===== src/rtl/alu_rr_sequencer.sv =====
// Round-robin sequencer sharing one DW-bit ALU between two requesters, with a registered valid/ready response.
// Build option: define ALU_SEQ_ERR_EN to flag DIV-by-zero and SUB borrow on rsp_err.
module alu_rr_sequencer #(
  parameter int DW     = 8,
  parameter int NUM_CH = 2
) (
  input  logic            clk,
  input  logic            rst_n,
  input  logic            ch0_valid,
  output logic            ch0_ready,
  input  logic [DW-1:0]   ch0_a,
  input  logic [DW-1:0]   ch0_b,
  input  logic [3:0]      ch0_cmd,
  input  logic            ch1_valid,
  output logic            ch1_ready,
  input  logic [DW-1:0]   ch1_a,
  input  logic [DW-1:0]   ch1_b,
  input  logic [3:0]      ch1_cmd,
  output logic            rsp_valid,
  input  logic            rsp_ready,
  output logic [2*DW-1:0] rsp_y,
  output logic            rsp_id,
  output logic            rsp_err,
  output logic            busy
);

  // state | meaning
  // IDLE  | arbitrating; granted channel sees ready, operands captured on the edge
  // EXEC  | ALU evaluates captured operands; result registered into rsp_*
  // RESP  | rsp_valid held with stable payload until the consumer takes it

  localparam int RW = 2 * DW;

  localparam logic [3:0] CMD_ADD  = 4'h0;
  localparam logic [3:0] CMD_INC  = 4'h1;
  localparam logic [3:0] CMD_SUB  = 4'h2;
  localparam logic [3:0] CMD_DEC  = 4'h3;
  localparam logic [3:0] CMD_MUL  = 4'h4;
  localparam logic [3:0] CMD_DIV  = 4'h5;
  localparam logic [3:0] CMD_SHL  = 4'h6;
  localparam logic [3:0] CMD_SHR  = 4'h7;
  localparam logic [3:0] CMD_AND  = 4'h8;
  localparam logic [3:0] CMD_OR   = 4'h9;
  localparam logic [3:0] CMD_INV  = 4'hA;
  localparam logic [3:0] CMD_NAND = 4'hB;
  localparam logic [3:0] CMD_NOR  = 4'hC;
  localparam logic [3:0] CMD_XOR  = 4'hD;
  localparam logic [3:0] CMD_XNOR = 4'hE;
  localparam logic [3:0] CMD_BUF  = 4'hF;

  generate
    if (NUM_CH != 2) begin : g_bad_num_ch
      $error("alu_rr_sequencer supports NUM_CH == 2 only");
    end
  endgenerate

  typedef enum logic [1:0] {
    IDLE = 2'd0,
    EXEC = 2'd1,
    RESP = 2'd2
  } state_t;

  state_t          state;
  logic            last_grant;
  logic [DW-1:0]   op_a;
  logic [DW-1:0]   op_b;
  logic [3:0]      op_cmd;
  logic            op_id;

  logic            grant_any;
  logic            grant_id;
  logic [DW-1:0]   sel_a;
  logic [DW-1:0]   sel_b;
  logic [3:0]      sel_cmd;

  logic [RW-1:0]   a_x;
  logic [RW-1:0]   b_x;
  logic            shift_oob;
  logic [RW-1:0]   alu_y;

  // Tie goes to the channel that did not win last time.
  always_comb begin
    grant_any = ch0_valid | ch1_valid;
    grant_id  = 1'b0;
    if (ch0_valid && ch1_valid) grant_id = ~last_grant;
    else if (ch1_valid)         grant_id = 1'b1;
  end

  assign ch0_ready = rst_n && (state == IDLE) && grant_any && !grant_id;
  assign ch1_ready = rst_n && (state == IDLE) && grant_any &&  grant_id;

  always_comb begin
    sel_a   = ch0_a;
    sel_b   = ch0_b;
    sel_cmd = ch0_cmd;
    if (grant_id) begin
      sel_a   = ch1_a;
      sel_b   = ch1_b;
      sel_cmd = ch1_cmd;
    end
  end

  always_comb begin
    a_x       = RW'(op_a);
    b_x       = RW'(op_b);
    shift_oob = (32'(op_b) >= 32'(RW));
    alu_y     = a_x;
    case (op_cmd)
      CMD_ADD:  alu_y = a_x + b_x;
      CMD_INC:  alu_y = a_x + RW'(1);
      CMD_SUB:  alu_y = a_x - b_x;
      CMD_DEC:  alu_y = a_x - RW'(1);
      CMD_MUL:  alu_y = a_x * b_x;
      CMD_DIV:  alu_y = (op_b == '0) ? '1 : (a_x / b_x);
      CMD_SHL:  alu_y = shift_oob ? '0 : (a_x << op_b);
      CMD_SHR:  alu_y = shift_oob ? '0 : (a_x >> op_b);
      CMD_AND:  alu_y = a_x & b_x;
      CMD_OR:   alu_y = a_x | b_x;
      CMD_INV:  alu_y = ~a_x;
      CMD_NAND: alu_y = ~(a_x & b_x);
      CMD_NOR:  alu_y = ~(a_x | b_x);
      CMD_XOR:  alu_y = a_x ^ b_x;
      CMD_XNOR: alu_y = ~(a_x ^ b_x);
      CMD_BUF:  alu_y = a_x;
      default:  alu_y = a_x;
    endcase
  end

  always_ff @(posedge clk) begin
    if (!rst_n) begin
      state      <= IDLE;
      last_grant <= 1'b1;
      op_a       <= '0;
      op_b       <= '0;
      op_cmd     <= '0;
      op_id      <= 1'b0;
      rsp_valid  <= 1'b0;
      rsp_y      <= '0;
      rsp_id     <= 1'b0;
      busy       <= 1'b0;
    end else begin
      case (state)
        IDLE: begin
          if (grant_any) begin
            op_a       <= sel_a;
            op_b       <= sel_b;
            op_cmd     <= sel_cmd;
            op_id      <= grant_id;
            last_grant <= grant_id;
            busy       <= 1'b1;
            state      <= EXEC;
          end
        end
        EXEC: begin
          rsp_y     <= alu_y;
          rsp_id    <= op_id;
          rsp_valid <= 1'b1;
          state     <= RESP;
        end
        RESP: begin
          if (rsp_ready) begin
            rsp_valid <= 1'b0;
            busy      <= 1'b0;
            state     <= IDLE;
          end
        end
        default: begin
          rsp_valid <= 1'b0;
          busy      <= 1'b0;
          state     <= IDLE;
        end
      endcase
    end
  end

`ifdef ALU_SEQ_ERR_EN
  logic alu_err;
  logic rsp_err_q;

  always_comb begin
    alu_err = ((op_cmd == CMD_DIV) && (op_b == '0)) ||
              ((op_cmd == CMD_SUB) && (op_a < op_b));
  end

  // Loaded together with rsp_y so it stays aligned through RESP.
  always_ff @(posedge clk) begin
    if (!rst_n)             rsp_err_q <= 1'b0;
    else if (state == EXEC) rsp_err_q <= alu_err;
  end

  assign rsp_err = rsp_err_q;
`else
  assign rsp_err = 1'b0;
`endif

endmodule

===== config.mk =====
export PLATFORM = sky130hd
export DESIGN_NAME = alu_rr_sequencer
export DESIGN_NICKNAME = d
export VERILOG_FILES = /design/src/rtl/alu_rr_sequencer.sv
export SDC_FILE = /design/constraint.sdc
export NUM_CORES = 1
export LEC_CHECK = 0
export BUFFER_PORTS_ARGS = -buffer_cell sky130_fd_sc_hd__buf_2
export CORE_ASPECT_RATIO = 1.1
export CORE_MARGIN = 2
export CORE_UTILIZATION = 40
export DETAILED_ROUTE_END_ITERATION = 10
export PLACE_DENSITY = 0.6
export SLEW_MARGIN = 15
export SYNTH_ARGS = -nofsm -noshare
export SYNTH_HDL_FRONTEND = slang
export SYNTH_SLANG_ARGS = --single-unit

===== constraint.sdc =====
create_clock -name clk -period 62.1 [get_ports clk]
set_input_delay 9.315 -clock clk [delete_from_list [all_inputs] [get_ports clk]]
set_output_delay 9.315 -clock clk [all_outputs]
set_load 0.05 [all_outputs]

# Word-level counts from Yosys, hierarchy flattened
# Index checks and enable logic that the tools add are counted.
[op_classes]
n_addsub = 4
n_mul = 1
n_div = 1
magnitude_cmp = 1
n_eq_ne = 19
n_shift = 2
n_mux = 16
n_bitwise = 11
n_reduce_logical = 13
[ops]
columns = ["op", "n"]
rows = [
  ["$pmux W16 S16", 1],
  ["$not A8 Y16", 4],
  ["$mux W16", 3],
  ["$eq A4 B4 Y1 const B", 8],
  ["$div A8 B8 Y16", 1],
  ["$eq A4 B3 Y1 const B", 4],
  ["$mul A8 B8 Y16", 1],
  ["$mux W8", 2],
  ["$shl A8 B8 Y16", 1],
  ["$shr A8 B8 Y16", 1],
  ["$add A8 B1 Y9 const B", 1],
  ["$add A8 B8 Y9", 1],
  ["$sub A8 B1 Y9 const B", 1],
  ["$sub A8 B8 Y9", 1],
  ["$and A8 B8 Y8", 1],
  ["$eq A4 B2 Y1 const B", 2],
  ["$ge A8 B5 Y1 const B", 1],
  ["$logic_not A8 Y1", 1],
  ["$or A8 B8 Y8", 1],
  ["$xor A8 B8 Y8", 1],
  ["$pmux W1 S3", 2],
  ["$pmux W2 S3", 1],
  ["$reduce_and A2 Y1", 3],
  ["$logic_and A1 B1 Y1", 5],
  ["13 further kinds", 20],
]
[word_totals]
ff_bits = 43
in_bits = 45
output_inout_bits = 22

# Depth between registers and ports, before layout
# Gate-level depths: netlist of run 1.
[depth]
word_depth = 4
ltp_mapped = 151
mapped_depth_nobuf = 142

# Worst setup path before layout of run 1
# OpenSTA, ideal clock, no wires.
[synth_path]
path_type = "flip-flop to flip-flop"
from = "register op_b[0]"
to = "register rsp_y[0]"
arrival_time_ps = 25899
required_time_ps = 61961
setup_slack_ps = 36062
path_stages_with_launch = 131
n_path_buf = 10
cell_sequence = "dfxtp_1 -> clkbuf_1 -> clkinv_1 -> ha_1 -> o211ai_1 -> nand2_1 -> nand2_2 -> mux2i_2 -> inv_1 -> ha_1 -> or3_1 -> o22ai_1 -> nand2_1 -> nor3b_1 -> ha_1 -> a21oi_1 -> a21boi_0 -> or3_1 -> [... 95 more ...] -> o21ai_0 -> nand4_4 -> nor2_8 -> mux2i_1 -> ha_1 -> a21o_1 -> a21oi_1 -> nor2b_1 -> o21ai_0 -> nand2b_1 -> a21oi_1 -> nor2b_1 -> o21ai_0 -> nand2_1 -> inv_1 -> a31oi_1 -> o41ai_2 -> a211oi_1"
[synth_between]
elab_chain_len = 3
word_cells_on_any_way = 18
classes_between = "add/sub (2); mul (1); div (1); order compare (1); shift (2); mux (4); bitwise (6); reduce/logical (1)"
[synth_rtl]
columns = ["item", "line", "text"]
rows = [
  ["from (decl)", "66", "logic [DW-1:0] op_b;"],
  ["from (signal assigned)", "146", "op_b <= sel_b;"],
  ["$div A8 B8 Y16 (tied with other cells)", "114", "CMD_DIV: alu_y = (op_b == '0) ? '1 : (a_x / b_x);"],
  ["$mux W16 (tied with other cells)", "114", ""],
  ["$pmux W16 S16 (*)", "108", "case (op_cmd)"],
  ["to (signal assigned)", "155", "rsp_y <= alu_y;"],
  ["to (decl)", "21", "output logic [2*DW-1:0] rsp_y,"],
]
# Every way passes the cells marked *; elsewhere a longest branch is shown, timed or not.
# A chain may end at the register's enable or synchronous reset.

# Worst setup path in the final report of run 1
# Ends and elaborated chain as after synthesis.

==> impl_metrics.yaml, run 1 <==
cells_and_area:
  areaGrowthSynthToFinish_pct: 7.658
  nets: 1886
  drive_gt1_share_pct: 11.89
  layout_common_cells: "nor2_1 (173), ha_1 (173), nand2_1 (150)"
  n_antenna_cell: 0
drt:
  drc: 0
  wl_per_cell_um: 19.37
  drt-pass1-iter-count: 5
  vias: 12050
  first_iter_violations: 949
  avgViaCountPerCell: 6.008
  antenna_left: 0
  routed_wl_um: 38840
setup_path:
  crit_top_cell: "o21a_1"
  worstPathRequired_ns: 62.26
  cp-end-kind: "flop"
  arrival_ns: 30.15
  cpPeakStageDelay_ns: 0.92
  cp-start-kind: "flop"
  criticalPathCategory: "reg -> reg"
  path_max_fanout: 32
  critPathSlowestCell: "a31oi_1"
cts:
  h-tree-depth: 2
  numCtsBuffers: 5
  cts_hold_buf: 0
  path_clk_slew_ns: 0.06
  cts_resized: 0
  clk_latency_ns: 0.30
  cts_buffer_depth: 2
  clkSinkCount: 43
  cts_tree: "yes"
  postCtsSetupBuffers: 0
  root_buffer: "clkbuf_16"
floorplan:
  initial_core_util_pct: 40.57
  dieArea_mm2: 0.03130
  die_w_um: 168.9
  die_y_um: 185.3
  core_area_mm2: 0.02948
  io_pins: 67
  placementRows: 66
global_routing:
  grt_pass1_wl_um: 60310
  grt_pass1_vias: 11320
  antenna_found_initial: 0
  grt_use_total_pct: 24.44
  grt-ovfl-total: 0
  grt_max_degree: 45
yosys:
  synth-seq-cells: 43
  netlist.area_leader.share_pct: 18.10
  synth_cell_types: 100
  async_flop_share_pct: 0
  synthesis.area_mm2: 0.01196
  synthFlopType: "dfxtp_1"
  synth-edff-count: 0
  ys_top_cells_by_area: "ha_1 (18%), dfxtp_1 (7.2%), fa_1 (6.4%)"
  synth.largest_area_cell: "ha_1"
  ys_seq_area_share_pct: 7.198
  postSynthAreaPerCell_um2: 7.502
  synthCells: 1594
  yosys_warnings: 0
timing:
  slew_headroom_pct: 25.06
  finalMaxSlewViolations: 0
  grt_setup_unrepaired: "false"
  period_minus_slack_ns: 29.99
  fmax_ghz: 0.03334
  final_hold_viol_count: 0
  skew_ns: 0.006644
  worst_slew_pin_slew_ns: 1.119
  setup_viol: 0
  finalSetupTns_ns: 0
  fin_crit_sh_pct: 48.30
outcome:
  outcome: "completed"
placed_design:
  dp_hpwl_um: 29830
  place.port_buffers: 65
  gp_congestion: 0.9389
run:
  cap_violations: 0
worst_hold_path:
  hold_path_class: "reg -> reg"
## synth_stat cells (all sizes together) (13+ instances only)
| master | instances |
|---|---|
| buf | 21 |
| fa | 38 |
| mux2 | 29 |
| nand2b | 19 |
| nand3 | 31 |
| nor2 | 175 |
| inv | 104 |
| a21oi | 118 |
| xor2 | 25 |
| o22ai | 14 |
| mux2i | 40 |
| xnor2 | 45 |
| nand2 | 151 |
| o21a | 34 |
| o21bai | 13 |
| clkbuf | 55 |
| a21o | 31 |
| ha | 173 |
| nor3 | 61 |
| nor2b | 20 |
| or3 | 15 |
| o21ai | 79 |
| o211ai | 20 |
| dfxtp | 43 |
| a31oi | 24 |
| o31ai | 15 |
| o211a | 27 |
## final timing paths
check	endpoint	start	slack, ns	cells after the start
hold reg to reg	op_id$_SDFFE_PN0P_	op_id$_SDFFE_PN0P_	0.45	2
setup / recovery	rsp_y[0]$_SDFFE_PN0P_	op_b[0]$_SDFFE_PN0P_	32.11	125
hold / removal	op_id$_SDFFE_PN0P_	op_id$_SDFFE_PN0P_	0.45	2
setup reg to reg	rsp_y[0]$_SDFFE_PN0P_	op_b[0]$_SDFFE_PN0P_	32.11	125
## registers in the layout, indices dropped and copies added (netlist names)
name	cells
busy	1
last_grant	1
op_a	8
op_b	8
op_cmd	4
op_id	1
rsp_id	1
rsp_valid	1
rsp_y	16
state	2
## area by class of cell
| class | count | area [um2] |
|---|---|---|
| Timing Repair Buffer | 97 | 565.5 |
| Multi-Input combinational cell | 1373 | 10410 |
| Clock buffer | 8 | 156.4 |
| Tap cell | 374 | 467.9 |
| Inverter | 110 | 412.9 |
| Sequential cell | 43 | 860.8 |
| Fill cell | 2993 | 16610 |
## routing by layer
metal	wire (um)	global-route usage, %	vias to the layer above
met3	2703	2.436	124
met1	16390	30.85	5582
met4	1997	11.31	0
li1	-	-	5851
met5	0	0	-
met2	17760	41.98	489
## kinds of logic after synthesis
| group | after synthesis | share of synthesized area [%] |
|---|---|---|
| compound gates | 465 | 27.11 |
| xor+xnor | 70 | 5.127 |
| fa+ha+maj | 211 | 24.46 |
| buf+inv | 186 | 6.298 |
| flops | 43 | 7.198 |
| mux | 75 | 7.460 |
| other cells | 1 | 0.03136 |
| simple gates | 543 | 22.32 |
## stage by stage
| stage | util (%) | cells | setup WS (ns) | hold WS, ns | instance area (um2) |
|---|---|---|---|---|---|
| 5_1_grt | 43.67 | 2005 | 29.58 | 0.4665 | 12870 |
| 3_5_place_dp | 43.10 | 1997 | 32.09 | 0.4442 | 12710 |
| 4_1_cts | 43.63 | 2005 | 32.02 | 0.4534 | 12860 |
| 3_3_place_gp | 43.10 | 1997 | 33.04 | 0.4443 | 12710 |
| 2_1_floorplan | - | 1602 | 36.06 | 0.4320 | 11990 |
| 6_report | 43.67 | 2005 | 32.11 | 0.4535 | 12870 |
## critical path: cells and delay by family (launching register included)
family                   cells  cell delay, ns
AO/OA/AOI/OAI               66           15.88
adder cells (fa/ha/maj)     14            4.65
AND/OR/NAND/NOR             32            6.11
buffers and inverters        7            0.92
flip-flops                   1            0.31
multiplexers                 6            1.97
Power of run 1 is left out: the tool's default activity adds up to more than one toggle a clock period on the data nets, which glitch-free logic cannot reach.
==> run 2, diff against run 1 <==
==> constraint.sdc (replaced) <==
create_clock -name clk -period 28.2 [get_ports clk]
set_input_delay 4.23 -clock clk [delete_from_list [all_inputs] [get_ports clk]]
set_output_delay 4.23 -clock clk [all_outputs]
set_load 0.05 [all_outputs]
==> run 2 against run 1 <==
Highest routed layer unchanged. Global-route usage grew 0.53 points. Largest cell class unchanged. Hold slack gained 0.0099 ns. Sequential cell count is the same. Core utilization grew 0.86 points. Critical path depth shrank 1. Final cell count grew 0.95%. Clock skew shrank 0.0030 ns. Via count grew 0.77%. Critical endpoint unchanged. Sequential share of layout area shrank 0.13 points. Worst setup slack lost 30 ns. Non-clock buffer count grew 19. First-iteration DRC count shrank 17%.
==> impl_metrics.yaml, run 2 (synthesized netlist as in run 1, its figures left out) <==
placed_design:
  gp_congestion: 0.9601
  place.port_buffers: 65
  dp_hpwl_um: 29940
floorplan:
  placementRows: 66
  io_pins: 67
  die_y_um: 185.3
  dieArea_mm2: 0.03130
  die_w_um: 168.9
  core_area_mm2: 0.02948
  initial_core_util_pct: 40.57
cts:
  clkSinkCount: 43
  clk_latency_ns: 0.29
  cts_tree: "yes"
  cts_hold_buf: 0
  root_buffer: "clkbuf_16"
  numCtsBuffers: 5
  cts_buffer_depth: 2
  h-tree-depth: 2
  path_clk_slew_ns: 0.06
drt:
  drc: 0
  avgViaCountPerCell: 5.998
  antenna_left: 0
  vias: 12140
  routed_wl_um: 39430
  first_iter_violations: 790
  wl_per_cell_um: 19.48
  drt-pass1-iter-count: 5
global_routing:
  grt_use_total_pct: 24.96
  grt_pass1_wl_um: 62310
  grt_max_degree: 45
  grt_pass1_vias: 11590
  antenna_found_initial: 0
  grt-ovfl-total: 0
worst_hold_path:
  min_path_cells: 2
  hold_path_class: "reg -> reg"
setup_path:
  arrival_ns: 26.40
  cpPeakStageDelay_ns: 0.50
  criticalPathCategory: "reg -> reg"
  cp-start-kind: "flop"
  crit_top_cell: "o21a_1"
  cp-end-kind: "flop"
  path_max_fanout: 18
  reg2reg_depth: 124
  worstPathRequired_ns: 28.33
  critPathSlowestCell: "a221o_1"
timing:
  setup_viol: 0
  fin_crit_sh_pct: 93.13
  finalSetupTns_ns: 0
  final_hold_viol_count: 0
  finalMaxSlewViolations: 0
  period_minus_slack_ns: 26.26
  slew_headroom_pct: 23.73
  skew_ns: 0.003609
  fmax_ghz: 0.03808
  worst_slew_pin_slew_ns: 1.135
cells_and_area:
  fillerInstances: 2994
  seq_area_um2: 860.8
  regMostFlops: "rsp_y"
  top_regs: "rsp_y: 16 flops, op_a: 8 flops, op_b: 8 flops"
  mostFrequentLayoutCell: "ha_1"
  areaGrowthSynthToFinish_pct: 9.782
  drive_gt1_share_pct: 14.06
  layout_common_cells: "ha_1 (172), nor2_1 (169), nand2_1 (148)"
  n_antenna_cell: 0
  largest_register_ffs: 16
  multi_input_area_mm2: 0.01052
  nets: 1905
run:
  cap_violations: 0
outcome:
  outcome: "completed"
[run 2: changes by cell type in the layout (fill, tap and decap cells not counted), moves of 3 or more]
cell,delta
buf_4,+19
nor2_1,-4
nor2_2,+3
a31oi_1,-3
a21oi_2,+3
a21oi_1,-3
[run 2: repair_timing]
action / in CTS / in global routing
setup endpoints to repair: 1 / 2
pin swaps: 0 / 8
gates resized for setup: 1 / 28
setup buffers: 0 / 15
[run 2: per-layer routing]
layer  vias to the layer above  share of wire (%)  wire, um  global-route usage (%)
met1                      5723                 43     16760                   31.45
met4                         0                3.8      1507                   10.07
met5                         -                  0         0                       0
met3                        99                5.4      2113                   1.410
met2                       427                 48     19040                   44.51
li1                       5890                  -         -                       -
[run 2: final timing paths]
check / start / slack, ns / endpoint
setup / recovery: op_b[0]$_SDFFE_PN0P_ / 1.94 / rsp_y[0]$_SDFFE_PN0P_
hold / removal: op_id$_SDFFE_PN0P_ / 0.46 / op_id$_SDFFE_PN0P_
setup reg to reg: op_b[0]$_SDFFE_PN0P_ / 1.94 / rsp_y[0]$_SDFFE_PN0P_
hold reg to reg: op_id$_SDFFE_PN0P_ / 0.46 / op_id$_SDFFE_PN0P_
[run 2: stage by stage]
stage / cell area [um2] / hold slack [ns] / setup WS [ns] / cells / utilization [%]
global placement: 12730 / 0.4466 / 1.020 / 2001 / 43.17
CTS: 12890 / 0.4672 / 0.08653 / 2009 / 43.74
floorplan: 11990 / 0.4320 / 2.162 / 1602 / -
global route: 13130 / 0.5005 / -0.04880 / 2024 / 44.53
finish: 13130 / 0.4634 / 1.937 / 2024 / 44.53
detailed placement: 12730 / 0.4590 / 0.08493 / 2001 / 43.17
[run 2: critical path, delay by kind of cell (launching register included)]
family / cells / cell delay (ns)
buffers and inverters: 9 / 1.08
DFF: 1 / 0.35
and+or+nand+nor: 29 / 5.15
AOI/OAI and AO/OA: 66 / 13.30
muxes: 6 / 1.72
adders and majority gates: 14 / 4.42
[run 2: area by class of cell]
class / instances / share of cell area, %
multi-input cells: 1373 / 80.15
flip-flops and latches: 43 / 6.557
repair buffers: 116 / 5.394
well taps: 374 / 3.564
inverters: 110 / 3.145
clock buffers: 8 / 1.191
Power of run 2 is left out for the same reason.
==> run 3, diff against run 2 <==
--- a/config.mk
+++ b/config.mk
@@ -5,12 +5,12 @@
 export SDC_FILE = /design/constraint.sdc
 export NUM_CORES = 1
 export LEC_CHECK = 0
-export BUFFER_PORTS_ARGS = -buffer_cell sky130_fd_sc_hd__buf_2
+export BUFFER_PORTS_ARGS = -buffer_cell sky130_fd_sc_hd__buf_4
 export CORE_ASPECT_RATIO = 1.1
 export CORE_MARGIN = 2
-export CORE_UTILIZATION = 40
+export CORE_UTILIZATION = 50
 export DETAILED_ROUTE_END_ITERATION = 10
-export PLACE_DENSITY = 0.6
+export PLACE_DENSITY = 0.71
 export SLEW_MARGIN = 15
 export SYNTH_ARGS = -nofsm -noshare
 export SYNTH_HDL_FRONTEND = slang
==> run 3 against run 2 <==
Non-clock buffer count up 3. Worst setup slack worse by 0.062 ns. Register-to-register slack worse by 0.06 ns. Final cell count down 3.2%. Sequential share of layout area down 0.066 points. Hold slack worse by 0.0018 ns. Wire length down 2.8%. Global-route usage up 5.2 points.
==> impl_metrics.yaml, run 3 (synthesized netlist as in run 1, its figures left out) <==
outcome:
  outcome: "completed"
drt:
  routed_wl_um: 38320
  drc: 0
  avgViaCountPerCell: 6.348
  vias: 12440
  drt-pass1-iter-count: 7
  first_iter_violations: 1018
  wl_per_cell_um: 19.56
  antenna_left: 0
placed_design:
  place.port_buffers: 65
  dp_hpwl_um: 29020
  pre_cts_slack_ns: 0.1673
  gp_congestion: 1.017
timing:
  fmax_ghz: 0.03799
  fin_crit_sh_pct: 93.35
  worst_slew_pin_slew_ns: 0.9485
  finalMaxSlewViolations: 0
  slew_headroom_pct: 36.28
  period_minus_slack_ns: 26.33
  setup_slack_ns: 1.875
  final_hold_viol_count: 0
  skew_ns: 0.007540
  setup_viol: 0
cts:
  path_clk_slew_ns: 0.07
  cts_hold_buf: 0
  cts_tree: "yes"
  cts_buffer_depth: 2
  clkSinkCount: 43
  numCtsBuffers: 5
  clk_latency_ns: 0.29
  h-tree-depth: 2
  root_buffer: "clkbuf_16"
floorplan:
  placementRows: 59
  die_w_um: 151.5
  initial_core_util_pct: 50.78
  die_y_um: 166.2
  core_area_mm2: 0.02355
  io_pins: 67
  dieArea_mm2: 0.02517
cells_and_area:
  fillerInstances: 2221
  drive_gt1_share_pct: 14.21
  regMostFlops: "rsp_y"
  nets: 1909
  top_regs: "rsp_y: 16 flops, op_a: 8 flops, op_b: 8 flops"
  areaGrowthSynthToFinish_pct: 10.89
  largest_register_ffs: 16
  mostFrequentLayoutCell: "ha_1"
  n_antenna_cell: 0
  layout_common_cells: "ha_1 (173), nor2_1 (169), nand2_1 (147)"
setup_path:
  cp-start-kind: "flop"
  arrival_ns: 26.46
  path_max_fanout: 18
  cpPeakStageDelay_ns: 0.52
  crit_top_cell: "o21a_1"
  reg2reg_from: "op_b[0]$_SDFFE_PN0P_"
  critPathSlowestCell: "o41ai_4"
  worstPathRequired_ns: 28.33
  cp-end-kind: "flop"
  criticalPathCategory: "reg -> reg"
  startpoint: "op_b[0]$_SDFFE_PN0P_"
global_routing:
  grt_max_degree: 45
  grt_pass1_vias: 11970
  grt_use_total_pct: 30.20
  grt_pass1_wl_um: 61190
  antenna_found_initial: 0
  grt-ovfl-total: 0
worst_hold_path:
  hold_path_class: "reg -> reg"
  hold_start: "op_id$_SDFFE_PN0P_"
run:
  cap_violations: 0
## run 3: critical path, delay by kind of cell (launching register included)
kind / cells / cell delay, ns
flip-flops: 1 / 0.33
AND/OR/NAND/NOR: 30 / 5.47
buffers and inverters: 10 / 1.31
adder cells (fa/ha/maj): 14 / 4.37
AO/OA/AOI/OAI: 66 / 12.74
multiplexers: 6 / 1.89
## run 3: worst paths after layout
path,to,slack (ns),cells past startpoint
max reg2reg,rsp_y[0]$_SDFFE_PN0P_,1.87,126
min,op_id$_SDFFE_PN0P_,0.46,2
max,rsp_y[0]$_SDFFE_PN0P_,1.87,126
min reg2reg,op_id$_SDFFE_PN0P_,0.46,2
## run 3: metrics by stage
step	cells	area (um2)	utilization (%)	hold WS [ns]	TNS, ns
floorplan	1602	11990	-	0.4320	0
global placement	1931	12790	54.33	0.4422	0
detailed placement	1931	12790	54.33	0.4561	0
CTS	1939	12960	55.05	0.4655	0
global route	1959	13260	56.31	0.5081	-0.1355
finish	1959	13260	56.31	0.4615	0
## run 3: cell type report
| type | count | area (um2) | area share [%] |
|---|---|---|---|
| clock buffers | 5 | 125.1 | 0.9435 |
| clock inverters | 3 | 43.79 | 0.3302 |
| inverters | 110 | 412.9 | 3.113 |
| multi-input cells | 1374 | 10540 | 79.51 |
| flip-flops and latches | 43 | 860.8 | 6.491 |
| well taps | 305 | 381.6 | 2.878 |
| repair buffers | 119 | 893.4 | 6.736 |
## run 3: what timing repair did
action	CTS	global route
gates resized for setup	0	30
endpoints found under the setup margin	0	2
buffers inserted	0	19
## run 3: per-layer routing
layer	share of wire, %	GRT usage, %	up-vias
met5	0	0	-
met4	4.5	11.58	0
met3	7.4	3.516	136
met2	48	51.49	575
met1	40	38.63	5824
li1	-	-	5901
Power of run 3 is left out for the same reason.
